$ cat src/rtl/decode_stage.sv
// Decode stage: buffers fetched instructions and slices them into op fields; DECODE_SKID_EN selects a 2-deep skid buffer.
// Latency: an instruction accepted at edge N is presented on the op outputs after edge N; flush clears the buffer at its edge.
// Backpressure: deque_o drops when the buffer is full; without DECODE_SKID_EN it follows op_ready_i combinationally.
module decode_stage #(
    parameter int I_WIDTH = 12,
    parameter int A_WIDTH = 8
) (
    input  logic               clk,
    input  logic               reset_n_i,
    input  logic [I_WIDTH-1:0] instruction_data_i,
    input  logic [A_WIDTH-1:0] instruction_addr_i,
    input  logic               instruction_ready_i,
    output logic               deque_o,
    output logic               restart_o,
    output logic [A_WIDTH-1:0] restart_addr_o,
    input  logic               flush_i,
    input  logic [A_WIDTH-1:0] flush_addr_i,
    input  logic               op_ready_i,
    output logic               op_valid_o,
    output logic [3:0]         opcode_o,
    output logic [1:0]         ra_o,
    output logic [1:0]         rb_o,
    output logic [7:0]         imm_o,
    output logic [A_WIDTH-1:0] op_addr_o
);

`ifdef DECODE_SKID_EN
    localparam int DEPTH = 2;
`else
    localparam int DEPTH = 1;
`endif

    typedef enum logic {S_RESTART, S_RUN} state_t;

    typedef struct packed {
        logic [A_WIDTH-1:0] addr;
        logic [I_WIDTH-1:0] data;
    } entry_t;

    state_t             state_q;
    logic               restart_q;
    logic [A_WIDTH-1:0] restart_addr_q;

    entry_t             buf_q [DEPTH];
    entry_t             buf_d [DEPTH];
    logic [1:0]         count_q;
    logic [1:0]         count_d;
    logic [1:0]         wr_idx;
    logic               enq;
    logic               deq;
    entry_t             head;

    // deque_o is forced low while reset is held, independent of the state register.
    always_comb begin
        deque_o = 1'b0;
        if (reset_n_i && state_q == S_RUN && !flush_i) begin
`ifdef DECODE_SKID_EN
            deque_o = (count_q < 2'd2);
`else
            deque_o = (count_q == 2'd0) || op_ready_i;
`endif
        end
    end

    assign op_valid_o = (count_q != 2'd0);
    assign enq        = instruction_ready_i && deque_o;
    assign deq        = op_valid_o && op_ready_i;
    assign wr_idx     = count_q - (deq ? 2'd1 : 2'd0);

    always_comb begin
        buf_d   = buf_q;
        count_d = count_q;
        if (flush_i) begin
            count_d = 2'd0;
        end else begin
            if (deq) begin
                for (int i = 0; i < DEPTH - 1; i++) begin
                    buf_d[i] = buf_q[i + 1];
                end
            end
            for (int i = 0; i < DEPTH; i++) begin
                if (enq && wr_idx == 2'(i)) begin
                    buf_d[i] = '{addr: instruction_addr_i, data: instruction_data_i};
                end
            end
            count_d = count_q + (enq ? 2'd1 : 2'd0) - (deq ? 2'd1 : 2'd0);
        end
    end

    always_ff @(posedge clk) begin
        if (!reset_n_i) begin
            count_q <= 2'd0;
        end else begin
            count_q <= count_d;
        end
    end

    // Payload storage needs no reset: occupancy alone qualifies it.
    always_ff @(posedge clk) begin
        buf_q <= buf_d;
    end

    always_ff @(posedge clk) begin
        if (!reset_n_i) begin
            state_q        <= S_RESTART;
            restart_q      <= 1'b1;
            restart_addr_q <= '0;
        end else begin
            case (state_q)
                S_RESTART: begin
                    if (flush_i) begin
                        restart_addr_q <= flush_addr_i;
                    end else begin
                        state_q   <= S_RUN;
                        restart_q <= 1'b0;
                    end
                end
                default: begin
                    if (flush_i) begin
                        state_q        <= S_RESTART;
                        restart_q      <= 1'b1;
                        restart_addr_q <= flush_addr_i;
                    end
                end
            endcase
        end
    end

    assign restart_o      = restart_q;
    assign restart_addr_o = restart_addr_q;

    assign head      = buf_q[0];
    assign opcode_o  = head.data[11:8];
    assign ra_o      = head.data[7:6];
    assign rb_o      = head.data[5:4];
    assign imm_o     = head.data[7:0];
    assign op_addr_o = head.addr;

endmodule

$ cat config.mk
export PLATFORM = sky130hd
export DESIGN_NAME = decode_stage
export DESIGN_NICKNAME = d
export VERILOG_FILES = /design/src/rtl/decode_stage.sv
export SDC_FILE = /design/constraint.sdc
export NUM_CORES = 1
export LEC_CHECK = 0
export BUFFER_PORTS_ARGS = -buffer_cell sky130_fd_sc_hd__buf_2
export CORE_MARGIN = 4
export CORE_UTILIZATION = 42
export CTS_CLUSTER_SIZE = 24
export DETAILED_ROUTE_END_ITERATION = 10
export GPL_ROUTABILITY_DRIVEN = 0
export PLACE_DENSITY = 0.78
export SLEW_MARGIN = 20
export SYNTH_ARGS = -nofsm -noshare
export SYNTH_HDL_FRONTEND = slang
export SYNTH_SLANG_ARGS = --single-unit
$ cat constraint.sdc
create_clock -name clk -period 2.9 [get_ports clk]
set_clock_uncertainty 0.05 [all_clocks]
set_input_delay 0.145 -clock clk [delete_from_list [all_inputs] [get_ports clk]]
set_output_delay 0.145 -clock clk [all_outputs]
set_load 0.005 [all_outputs]
==> impl_metrics.tcl <==
set metrics [dict create \
    cp_data_arrival_time_ps 1860 \
    diodes 0 \
    min_path_type "primary input to flop" \
    setup_violations 0 \
    die_h_um 60.5 \
    routedWlPerCell_um 14.1 \
    p_sw_share_pct 19.7 \
    rows 18 \
    period_minus_slack_ps 1640 \
    status "completed" \
    worst_pin_slew_ps 295 \
    num_io_pins 68 \
    cts_tree "built" \
    pwr-share-comb_pct 9.2 \
    numCtsBuffers 5 \
    grt_max_degree 21 \
    routed-via-count 872 \
    multi_input_area_sq_um 280 \
    insertion_delay_ps 330 \
    finalHoldViolCount 0 \
    clock_power_share_pct 35.2 \
    clkSinkCount 32 \
    rsz0062_at_grt "false" \
    finalSetupTns_ps 0 \
    power_frac_seq_pct 55.5 \
    cp.required_ps 3120 \
    grt_first_pass_wirelength_um 4080 \
    cts-resized-gates 0 \
    placed_cell_area_sq_um 1510 \
    htree_levels 2 \
    layout_common_cells "buf_2 (67), dlygate4sd3_1 (21), edfxtp_1 (20)" \
    drv_slew 0 \
    die-area_sq_um 3660 \
    dr.first_iter.drc_count 6 \
    intPower_uw 724 \
    clkTransAtPathRegs_ps 90 \
    p_switching_uw 178 \
    p_leak_uw 0.000831 \
    drc 0 \
    end_kind "flop" \
    synth_seq_area_share_pct 72.6 \
    first_global_vias 902 \
    final_area_sq_um 1790 \
    dpl_worst_slack_ps 1280 \
    netlist_area_sq_um 1160 \
    max_slew_margin_pct 80.3 \
    layout.nets 197 \
    final_common_cell "buf_2" \
    die_w_um 60.5 \
    dp_hpwl_um 1890 \
    root_buffer "clkbuf_4" \
    synth_seq_cells 32 \
    dr.pass1.iters 4 \
    via_per_inst 4.52 \
    antenna_found_initial 0 \
    synth_nets 106 \
    rrSetupSlack_ps 1260 \
    coreArea_sq_um 2540 \
    drive_gt1_share_pct 46.6 \
    startpoint_type "flop" \
    critPathKind "flop to flop" \
    io_buffers 67 \
    worst_slack_ps 1260 \
    syn_inst 71 \
    synth.distinct_cells 17 \
    synth-warning-count 0 \
    ant_nets 0 \
    period_share_pct 56.4 \
    max_cap_violations 0 \
    pwr_density_cell_nw_per_um2 503 \
    worstPathMaxFanout 4 \
    fmax_mhz 611 \
    cts_buffer_depth 2 \
    peakVddDrop_mv 0.348 \
    overflow 0 \
    fill_cells 172 \
    ff_latch_area_sq_um 841 \
    syn2layout_area_growth_pct 55.0 \
    grt_usage_pct 16.1 \
    routed_wl_um 2720 \
    syn_area_per_cell_sq_um 16.3 \
    start_util_pct 45.5 \
]
==> cells by family after synthesis <==
group           share of synthesized area [%]
buf+inv                                  3.89
simple gates                             9.95
flops                                    72.6
compound gates                           2.49
xor+xnor                                 1.95
fa+ha+maj                                2.16
mux                                      6.92
==> state kept, by name, indices dropped and copies added (netlist names) <==
| register | count |
|---|---|
| opcode_o | 4 |
| op_addr_o | 8 |
| restart_addr_o | 8 |
| restart_o | 1 |
| imm_o | 8 |
| count_q | 2 |
| state_q | 1 |
==> synth_stat cells, drive strengths merged <==
master,count,share of area [%]
a21oi,1,0.43
and2,1,0.54
buf,5,3.2
dfxtp,12,21
edfxtp,20,52
ha,2,2.2
inv,2,0.65
mux2i,8,6.9
nand2,1,0.32
nor2,2,0.65
nor2b,12,7.1
nor4b,1,1.3
o2111ai,1,0.76
o211a,1,0.86
o21ai,1,0.43
xnor3,1,1.9
==> per-layer routing <==
| layer | global-route usage [%] | part of all wire [%] | vias up |
|---|---|---|---|
| met2 | 26.2 | 44 | 62 |
| li1 | - | - | 432 |
| met3 | 7.66 | 17 | 2 |
| met5 | 0 | 0 | - |
| met1 | 17.1 | 39 | 376 |
| met4 | 9.29 | 0.51 | 0 |
==> path summary, 6_finish.rpt <==
kind / startpoint / to / cells after the start
max: count_q[1] / count_q[1] / 7
min: flush_addr_i[4] / restart_addr_o[4] / 3
max reg2reg: count_q[1] / count_q[1] / 7
min reg2reg: restart_addr_o[4] / restart_addr_o[4] / 2
==> what timing repair did <==
| item | in CTS | in global routing |
|---|---|---|
| buffers inserted | 0 | 0 |
| hold buffers | 21 | 0 |
| hold endpoints to repair | 21 | 0 |
==> stage by stage <==
step                hold slack (ps)  power (uW)  std cells  util (%)
floorplan                       171         535         71         -
global placement                271         569        164      59.3
detailed placement              274         573        164      59.3
CTS                            2.65         917        193      70.5
global route                   40.8         944        193      70.5
finish                         24.6         902        193      70.5
==> power groups by stage <==
stage                     Combinational, uW  Sequential [uW]  Clock (uW)
after floorplan                        22.5              512           0
after global placement                 58.3              511           0
after detailed placement               61.9              511           0
after CTS                              83.8              501         332
after global routing                   91.8              502         350
final                                  83.2              501         318
==> worst max-delay path, cell delays in order (launching register included) <==
cell and delay, ps:
dfxtp_1 370, nor2_1 240, o2111ai_1 140, ha_1 280, inv_1 60, ha_1 140
xnor3_1 200, nor2b_1 100
==> area by class of cell <==
class | count | share of cell area (%)
sequential | 32 | 46.9
timing repair buffer | 89 | 30.8
multi-input combinational | 32 | 15.6
clock buffer | 5 | 2.09
clock inverter | 3 | 2.09
tap | 30 | 2.09
inverter | 2 | 0.418
Note: power is estimated with default switching activity, not from simulation.
